`config.mk`:
```
export PLATFORM = sky130hd
export DESIGN_NAME = easyaxi_mst_rd_flat
export DESIGN_NICKNAME = d
export VERILOG_FILES = /design/src/rtl/easyaxi_pkg.sv /design/src/rtl/easyaxi_mst_rd_if.sv /design/src/rtl/easyaxi_mst_ost_tbl.sv /design/src/rtl/easyaxi_mst_rd.sv /design/src/flat_wrapper.sv
export SDC_FILE = /design/constraint.sdc
export NUM_CORES = 1
export LEC_CHECK = 0
export ABC_AREA = 1
export CORE_UTILIZATION = 50
export CTS_CLUSTER_SIZE = 10
export DETAILED_ROUTE_END_ITERATION = 10
export PLACE_DENSITY = 0.83
export SYNTH_ARGS = -nofsm -noshare
export SYNTH_HDL_FRONTEND = slang
export SYNTH_SLANG_ARGS = --single-unit
```
`constraint.sdc`:
```
create_clock -name clk -period 4.7 [get_ports clk]
set_input_delay 0.94 -clock clk [delete_from_list [all_inputs] [get_ports clk]]
set_output_delay 0.94 -clock clk [all_outputs]
set_load 0.02 [all_outputs]
```
`src/rtl/easyaxi_pkg.sv`:
```
// Shared AXI encodings and width defaults for the EasyAXI bench components.
`ifndef AXI_ID_WIDTH
`define AXI_ID_WIDTH 4
`endif
`ifndef AXI_ADDR_WIDTH
`define AXI_ADDR_WIDTH 16
`endif

package easyaxi_pkg;
   localparam int AXI_LEN_W  = 8;
   localparam int AXI_SIZE_W = 3;

   typedef enum logic [1:0] {
      AXI_RESP_OKAY   = 2'b00,
      AXI_RESP_EXOKAY = 2'b01,
      AXI_RESP_SLVERR = 2'b10,
      AXI_RESP_DECERR = 2'b11
   } axi_resp_e;

   typedef enum logic [1:0] {
      AXI_BURST_FIXED = 2'b00,
      AXI_BURST_INCR  = 2'b01,
      AXI_BURST_WRAP  = 2'b10
   } axi_burst_e;

   // Bit positions inside the sticky error status vector.
   localparam int ERR_RID  = 0;
   localparam int ERR_LAST = 1;
   localparam int ERR_RESP = 2;
endpackage

```
`src/rtl/easyaxi_mst_rd_if.sv`:
```
// AR and R channel bundle between a read master and its slave.
interface easyaxi_mst_rd_if
   import easyaxi_pkg::*;
#(
   parameter int ID_WIDTH   = `AXI_ID_WIDTH,
   parameter int ADDR_WIDTH = `AXI_ADDR_WIDTH,
   parameter int DATA_WIDTH = 32
);
   logic                  arvalid;
   logic                  arready;
   logic [ID_WIDTH-1:0]   arid;
   logic [ADDR_WIDTH-1:0] araddr;
   logic [AXI_LEN_W-1:0]  arlen;
   logic [AXI_SIZE_W-1:0] arsize;
   logic [1:0]            arburst;
   logic                  rvalid;
   logic                  rready;
   logic [ID_WIDTH-1:0]   rid;
   logic [DATA_WIDTH-1:0] rdata;
   logic [1:0]            rresp;
   logic                  rlast;

   modport master (
      output arvalid, arid, araddr, arlen, arsize, arburst, rready,
      input  arready, rvalid, rid, rdata, rresp, rlast
   );

   modport slave (
      input  arvalid, arid, araddr, arlen, arsize, arburst, rready,
      output arready, rvalid, rid, rdata, rresp, rlast
   );
endinterface

```
`src/rtl/easyaxi_mst_ost_tbl.sv`:
```
// Outstanding read burst table: one entry per in-flight ID with its beat count.
module easyaxi_mst_ost_tbl #(
   parameter int ID_WIDTH  = 4,
   parameter int OST_DEPTH = 4,
   parameter int BURST_LEN = 3,
   localparam int IDX_W    = (OST_DEPTH > 1) ? $clog2(OST_DEPTH) : 1
) (
   input  logic                clk,
   input  logic                rst_n,
   input  logic                i_alloc,
   input  logic [ID_WIDTH-1:0] i_alloc_id,
   input  logic                i_beat,
   input  logic [ID_WIDTH-1:0] i_beat_id,
   input  logic                i_beat_last,
   output logic                o_hit,
   output logic                o_err_last,
   output logic                o_cmpl,
   output logic [IDX_W-1:0]    o_free_idx,
   output logic                o_full,
   output logic [4:0]          o_ost_cnt
);
   logic [OST_DEPTH-1:0] r_vld;
   logic [ID_WIDTH-1:0]  r_id   [OST_DEPTH];
   logic [3:0]           r_beat [OST_DEPTH];
   logic [4:0]           r_cnt;

   logic             w_match;
   logic [IDX_W-1:0] w_hit_idx;
   logic [IDX_W-1:0] w_free_idx;
   logic             w_at_end;

   // Descending scan so the lowest matching/free index wins.
   always_comb begin
      w_match    = 1'b0;
      w_hit_idx  = '0;
      w_free_idx = '0;
      for (int i = OST_DEPTH - 1; i >= 0; i--) begin
         if (r_vld[i] && (r_id[i] == i_beat_id)) begin
            w_match   = 1'b1;
            w_hit_idx = IDX_W'(i);
         end
         if (!r_vld[i]) w_free_idx = IDX_W'(i);
      end
   end

   assign w_at_end   = (r_beat[w_hit_idx] == 4'(BURST_LEN));
   assign o_hit      = i_beat & w_match;
   assign o_cmpl     = o_hit & (i_beat_last | w_at_end);
   assign o_err_last = o_hit & (i_beat_last ^ w_at_end);
   assign o_free_idx = w_free_idx;
   assign o_full     = (r_cnt == 5'(OST_DEPTH));
   assign o_ost_cnt  = r_cnt;

   always_ff @(posedge clk or negedge rst_n) begin
      if (!rst_n) begin
         r_vld <= '0;
         r_cnt <= '0;
      end else begin
         if (o_cmpl) r_vld[w_hit_idx] <= 1'b0;
         if (i_alloc) r_vld[w_free_idx] <= 1'b1;
         case ({i_alloc, o_cmpl})
            2'b10:   r_cnt <= r_cnt + 5'd1;
            2'b01:   r_cnt <= r_cnt - 5'd1;
            default: r_cnt <= r_cnt;
         endcase
      end
   end

   // Payload is only meaningful while its valid bit is set, so it needs no reset.
   always_ff @(posedge clk) begin
      if (o_hit && !o_cmpl) r_beat[w_hit_idx] <= r_beat[w_hit_idx] + 4'd1;
      if (i_alloc) begin
         r_id[w_free_idx]   <= i_alloc_id;
         r_beat[w_free_idx] <= '0;
      end
   end
endmodule

```
`src/rtl/easyaxi_mst_rd.sv`:
```
// AXI read traffic generator: strided AR issue with incrementing IDs, per-ID R checking.
module easyaxi_mst_rd
   import easyaxi_pkg::*;
#(
   parameter int          ID_WIDTH   = `AXI_ID_WIDTH,
   parameter int          ADDR_WIDTH = `AXI_ADDR_WIDTH,
   parameter int          DATA_WIDTH = 32,
   parameter int          OST_DEPTH  = 4,
   parameter int          BURST_LEN  = 3,
   parameter int unsigned BASE_ADDR  = 0,
   parameter int unsigned ADDR_STEP  = 32'h0010
) (
   input  logic                    clk,
   input  logic                    rst_n,
   input  logic                    enable,
   easyaxi_mst_rd_if.master        axi_mst,
   output logic [4:0]              ost_cnt,
   output logic [15:0]             issue_cnt,
   output logic [15:0]             comp_cnt,
   output logic [2:0]              err_sts
);
   localparam int IDX_W = (OST_DEPTH > 1) ? $clog2(OST_DEPTH) : 1;

   logic                  r_arvalid;
   logic [ID_WIDTH-1:0]   r_arid;
   logic [ADDR_WIDTH-1:0] r_araddr;
   logic                  r_rready;
   logic [15:0]           r_issue_cnt;
   logic [15:0]           r_comp_cnt;
   logic [2:0]            r_err;

   logic             w_ar_hs;
   logic             w_r_hs;
   logic             w_hit;
   logic             w_err_last;
   logic             w_cmpl;
   logic [IDX_W-1:0] w_free_idx;
   logic             w_full;
   logic             w_unused;

   assign w_ar_hs  = r_arvalid & axi_mst.arready;
   assign w_r_hs   = axi_mst.rvalid & r_rready;
   assign w_unused = ^{axi_mst.rdata, w_free_idx};

   easyaxi_mst_ost_tbl #(
      .ID_WIDTH  (ID_WIDTH),
      .OST_DEPTH (OST_DEPTH),
      .BURST_LEN (BURST_LEN)
   ) u_tbl (
      .clk         (clk),
      .rst_n       (rst_n),
      .i_alloc     (w_ar_hs),
      .i_alloc_id  (r_arid),
      .i_beat      (w_r_hs),
      .i_beat_id   (axi_mst.rid),
      .i_beat_last (axi_mst.rlast),
      .o_hit       (w_hit),
      .o_err_last  (w_err_last),
      .o_cmpl      (w_cmpl),
      .o_free_idx  (w_free_idx),
      .o_full      (w_full),
      .o_ost_cnt   (ost_cnt)
   );

   // arvalid is launched only from registered state, never from arready/enable directly.
   always_ff @(posedge clk or negedge rst_n) begin
      if (!rst_n) begin
         r_arvalid   <= 1'b0;
         r_arid      <= '0;
         r_araddr    <= ADDR_WIDTH'(BASE_ADDR);
         r_rready    <= 1'b0;
         r_issue_cnt <= '0;
         r_comp_cnt  <= '0;
         r_err       <= '0;
      end else begin
         r_rready <= 1'b1;
         if (!r_arvalid) begin
            if (enable && !w_full) r_arvalid <= 1'b1;
         end else if (axi_mst.arready) begin
            r_arvalid   <= 1'b0;
            r_arid      <= r_arid + ID_WIDTH'(1);
            r_araddr    <= r_araddr + ADDR_WIDTH'(ADDR_STEP);
            r_issue_cnt <= r_issue_cnt + 16'd1;
         end
         if (w_cmpl) r_comp_cnt <= r_comp_cnt + 16'd1;
         if (w_r_hs) begin
            if (!w_hit)                          r_err[ERR_RID]  <= 1'b1;
            if (w_err_last)                      r_err[ERR_LAST] <= 1'b1;
            if (axi_mst.rresp != AXI_RESP_OKAY)  r_err[ERR_RESP] <= 1'b1;
         end
      end
   end

   assign axi_mst.arvalid = r_arvalid;
   assign axi_mst.arid    = r_arid;
   assign axi_mst.araddr  = r_araddr;
   assign axi_mst.arlen   = AXI_LEN_W'(BURST_LEN);
   assign axi_mst.arsize  = AXI_SIZE_W'($clog2(DATA_WIDTH / 8));
   assign axi_mst.arburst = AXI_BURST_INCR;
   assign axi_mst.rready  = r_rready;
   assign issue_cnt       = r_issue_cnt;
   assign comp_cnt        = r_comp_cnt;
   assign err_sts         = r_err;
endmodule
```
`src/flat_wrapper.sv`:
```
// flat-port wrapper written by rule: the top's interface ports become plain ports
module easyaxi_mst_rd_flat import easyaxi_pkg::*;
#(
   parameter int          ID_WIDTH   = `AXI_ID_WIDTH,
   parameter int          ADDR_WIDTH = `AXI_ADDR_WIDTH,
   parameter int          DATA_WIDTH = 32,
   parameter int          OST_DEPTH  = 4,
   parameter int          BURST_LEN  = 3,
   parameter int unsigned BASE_ADDR  = 0,
   parameter int unsigned ADDR_STEP  = 32'h0010
)
  (clk, rst_n, enable, ost_cnt, issue_cnt, comp_cnt, err_sts, axi_mst_arvalid, axi_mst_arid, axi_mst_araddr, axi_mst_arlen, axi_mst_arsize, axi_mst_arburst, axi_mst_rready, axi_mst_arready, axi_mst_rvalid, axi_mst_rid, axi_mst_rdata, axi_mst_rresp, axi_mst_rlast);
  easyaxi_mst_rd_if #(.ID_WIDTH(ID_WIDTH), .ADDR_WIDTH(ADDR_WIDTH), .DATA_WIDTH(DATA_WIDTH)) axi_mst_i ();
  input  logic clk;
  input  logic rst_n;
  input  logic enable;
  output logic [4:0] ost_cnt;
  output logic [15:0] issue_cnt;
  output logic [15:0] comp_cnt;
  output logic [2:0] err_sts;
  output wire logic [$bits(axi_mst_i.arvalid)-1:0] axi_mst_arvalid;
  output wire logic [$bits(axi_mst_i.arid)-1:0] axi_mst_arid;
  output wire logic [$bits(axi_mst_i.araddr)-1:0] axi_mst_araddr;
  output wire logic [$bits(axi_mst_i.arlen)-1:0] axi_mst_arlen;
  output wire logic [$bits(axi_mst_i.arsize)-1:0] axi_mst_arsize;
  output wire logic [$bits(axi_mst_i.arburst)-1:0] axi_mst_arburst;
  output wire logic [$bits(axi_mst_i.rready)-1:0] axi_mst_rready;
  input wire logic [$bits(axi_mst_i.arready)-1:0] axi_mst_arready;
  input wire logic [$bits(axi_mst_i.rvalid)-1:0] axi_mst_rvalid;
  input wire logic [$bits(axi_mst_i.rid)-1:0] axi_mst_rid;
  input wire logic [$bits(axi_mst_i.rdata)-1:0] axi_mst_rdata;
  input wire logic [$bits(axi_mst_i.rresp)-1:0] axi_mst_rresp;
  input wire logic [$bits(axi_mst_i.rlast)-1:0] axi_mst_rlast;
  assign axi_mst_arvalid = axi_mst_i.arvalid;
  assign axi_mst_arid = axi_mst_i.arid;
  assign axi_mst_araddr = axi_mst_i.araddr;
  assign axi_mst_arlen = axi_mst_i.arlen;
  assign axi_mst_arsize = axi_mst_i.arsize;
  assign axi_mst_arburst = axi_mst_i.arburst;
  assign axi_mst_rready = axi_mst_i.rready;
  assign axi_mst_i.arready = axi_mst_arready;
  assign axi_mst_i.rvalid = axi_mst_rvalid;
  assign axi_mst_i.rid = axi_mst_rid;
  assign axi_mst_i.rdata = axi_mst_rdata;
  assign axi_mst_i.rresp = axi_mst_rresp;
  assign axi_mst_i.rlast = axi_mst_rlast;
  easyaxi_mst_rd #(.ID_WIDTH(ID_WIDTH), .ADDR_WIDTH(ADDR_WIDTH), .DATA_WIDTH(DATA_WIDTH), .OST_DEPTH(OST_DEPTH), .BURST_LEN(BURST_LEN), .BASE_ADDR(BASE_ADDR), .ADDR_STEP(ADDR_STEP)) u_core (.clk(clk), .rst_n(rst_n), .enable(enable), .axi_mst(axi_mst_i), .ost_cnt(ost_cnt), .issue_cnt(issue_cnt), .comp_cnt(comp_cnt), .err_sts(err_sts));
endmodule
```
==> metrics.md, run 1 <==
| Metric | Value |
|---|---|
| Worst hold slack | approximately 480 ps |
| Post-layout nets | roughly 670 |
| FF/Latch Area | roughly 0.0024 mm² |
| Antenna viol nets, final | 0 |
| Clock period minus worst slack | 4340 ps |
| Die X | between 90 and 100 µm |
| Critical path peak fanout | 7 |
| Wire length on met2 | between 5000 and 6000 µm |
| Final wirelength | between 10000 and 15000 µm |
| CTS tree | yes |
| Initial core utilization | 0.514 |
| Mean Syn Cell Area | between 9 and 10 µm² |
| Fin. Hold Viols | 0 |
| Worst Clk Skew | roughly 16 ps |
| Total gr overflow | 0 |
| Fin cells | approximately 740 |
| Top Ports | roughly 120 |
| Num rows | 35 |
| CTS sink cnt | 94 |
| Met3 routed WL | between 500 and 600 µm |
| WL per Instance | around 14 µm |
| P_leak | between 2 and 3 nW |
| Area leader, netlist | dfrtp_1 |
| Final Cycle Share | 0.922 |
| CTS root buffer | clkbuf_8 |
| Worst path arrival time | 4620 ps |
| Worst Path Required | around 5000 ps |
| Synth top cells by count | 89 x nand2_1, 73 x inv_1, 62 x dfrtp_1, 38 x nand3_1, 34 x nor2_1 |
| Residual DRC | 0 |
| Initial DRC Count | about 210 |
| Inserted Diodes | 0 |
| Fin util | 0.646 |
| Worst slew margin | 0.465 |
| Die area | between 0.009 and 0.01 mm² |
| DP Wirelength | 7630 µm |
| Number of distinct library cells after synthesis | just over 40 |
| Initial antenna violation count | 0 |
| Register area share after synthesis | 0.497 |
| Area growth from synthesis to layout | 25.5% |
| DRT Pass-1 Iters | 4 |
| Number of global-route vias before repair | approximately 4000 |
| # setup viols final | 0 |
| Highest Signal Layer | met4 |
| Pin count of the biggest net entering global routing | 63 |
| Nature of the critical path endpoint | flip-flop |
| Core box area | about 0.0092 mm² |
| Final slew viol count | 0 |
| Mapped Area | ~0.0047 mm² |
| Tot GR Track Use | 0.226 |
| RSZ-0062 raised after global routing | false |
| Proportion of layout cells with a drive suffix above 1 | 0.134 |
| CTS H-tree lvls | 3 |
| Seq cells post-synth | between 90 and 100 |
| Post-synth ARST share | 0.660 |
| Cell count after synthesis | about 520 |
| M1 WL | 4440 µm |
| Max-Cap Viols | 0 |
| Buffers on Ports | 69 |
| Worst-margin pin slew | roughly 800 ps |
| Number of fill cells | slightly above 700 |
| GPL Wtd Cong | around 0.92 |
| Die Span Y | between 90 and 100 µm |
| First-pass GRT wire length | 17500 µm |
| Count leader, synth | nand2_1 |
| Synth area leaders | dfrtp_1 33%, edfxtp_1 10%, nand2_1 7.1% |
| Prevailing post-synth register cell | dfrtp_1 |
| YS warnings | 0 |
| Max Clk Rate | ~0.23 GHz |
| VDD IR max | around 0.27 mV |
| Clk_lat worst skew | 370 ps |
| Setup crit start kind | input pin |
| Reg clk slew, reported paths | about 100 ps |
| Status | finished clean |
| Area of the multi-input gates | about 0.002 mm² |
| Post-synth EDFFs | 16 |
| Via count | about 3800 |
| Crit path largest cell delay | 320 ps |
| Top cell by count, worst path | nand2_1 |
| Slowest-stage cell, CP | dlygate4sd2_1 |
| Dpl cells | between 700 and 800 |
| Kind of critical path | input pin to flip-flop |
| DR vias/cell | approximately 5 |
| Max Root-Sink Buffers | 2 |
| TritonCTS Buffers | 9 |
| Class of the worst hold path | flip-flop to flip-flop |
| Pwr/cell area | about 490 mW/mm² |
| Synth top area share | 0.328 |
[cell type report]
type,instances,share of cell area
flip-flops and latches,94,0.396
inverters,76,0.0481
repair buffers,97,0.151
clock inverters,5,0.0150
well taps,111,0.0234
multi-input cells,343,0.340
clock buffers,11,0.0257
[critical path, delay by kind of cell]
family | cells | cell delay [ps]
buffers and inverters | 6 | 760
XOR/XNOR | 1 | 160
AO/OA/AOI/OAI | 3 | 340
AND/OR/NAND/NOR | 16 | 1840
adder cells (fa/ha/maj) | 3 | 580
[through the flow]
stage	TNS, ps	total power, mW	instance area, µm²	setup WS, ps
after floorplan	0	1.80	4790	15.7
after CTS	0	2.89	5900	62.2
after global routing	0	3.06	5940	17.1
after global placement	-297	2.18	5660	-297
final	0	2.90	5940	365
after detailed placement	-476	2.25	5660	-436
[sequential cells by signal, summed over array words and instances (netlist names)]
name / count
u_core.axi_mst.araddr: 12
u_core.axi_mst.arid: 4
u_core.axi_mst.arvalid: 1
u_core.axi_mst.rready: 1
u_core.comp_cnt: 16
u_core.err_sts: 3
u_core.issue_cnt: 16
u_core.u_tbl.o_ost_cnt: 5
u_core.u_tbl.r_beat: 16
u_core.u_tbl.r_id: 16
u_core.u_tbl.r_vld: 4
[placed cells by master, fill, tap and decap left out, types with 13 or more instances in the layout]
master / instances
nand3_1: 38
xor2_1: 25
dfxtp_1: 16
nand2_1: 89
o21ai_0: 21
nor2_1: 34
inv_1: 72
dfrtp_1: 62
xnor2_1: 25
buf_4: 28
nand4_1: 13
edfxtp_1: 16
clkdlybuf4s50_1: 64
conb_1: 18
[final timing paths]
path / startpoint / end / slack (ps) / cells past startpoint
min in group asynchronous: rst_n / u_core.comp_cnt[4]$_DFFE_PN0N_ / 730 / 2
worst min-delay path: u_core.comp_cnt[15]$_DFFE_PN0N_ / u_core.comp_cnt[15]$_DFFE_PN0N_ / 480 / 1
worst max-delay path: axi_mst_rid[3] / u_core.u_tbl.o_ost_cnt[4]$_DFFE_PN0P_ / 360 / 29
worst max register to register: u_core.u_tbl.r_id[0][0]$_DFFE_PP_ / u_core.u_tbl.o_ost_cnt[4]$_DFFE_PN0P_ / 890 / 28
worst min register to register: u_core.comp_cnt[15]$_DFFE_PN0N_ / u_core.comp_cnt[15]$_DFFE_PN0N_ / 480 / 1
max in group asynchronous: rst_n / u_core.axi_mst.araddr[4]$_DFFE_PN0P_ / 3450 / 2
[logic make-up after synthesis]
logic type | synth area share
flip-flops | 0.497
buffers and inverters | 0.0923
other | 0.00159
adder cells (fa/ha/maj) | 0.0238
AND/OR/NAND/NOR | 0.225
AO/OA/AOI/OAI | 0.0653
XOR/XNOR | 0.0944
[where the power goes]
part           switching, mW  internal [mW]
Combinational          0.591          0.443
Clock                  0.292          0.339
Sequential             0.199           1.03
[per-layer routing]
metal  track usage  vias up
met3        0.0478       18
met4         0.104        0
met5             0        -
met2         0.394      113
met1         0.268     1799
li1              -     1821
[timing repair]
item | in CTS | in global routing
endpoints found under the setup margin | 1 | 2
hold buffers | 0 | 0
gates cloned | 0 | 0
buffers inserted | 0 | 2
gates resized for setup | 3 | 9
pin swaps | 0 | 5
(Power assumes the default switching activity.)
==> run 2: changes to the inputs <==
- HOLD_SLACK_MARGIN: default -> 0.03
==> results of run 2 <==
No change in the layout: final DEF, timing and power equal those of run 1.
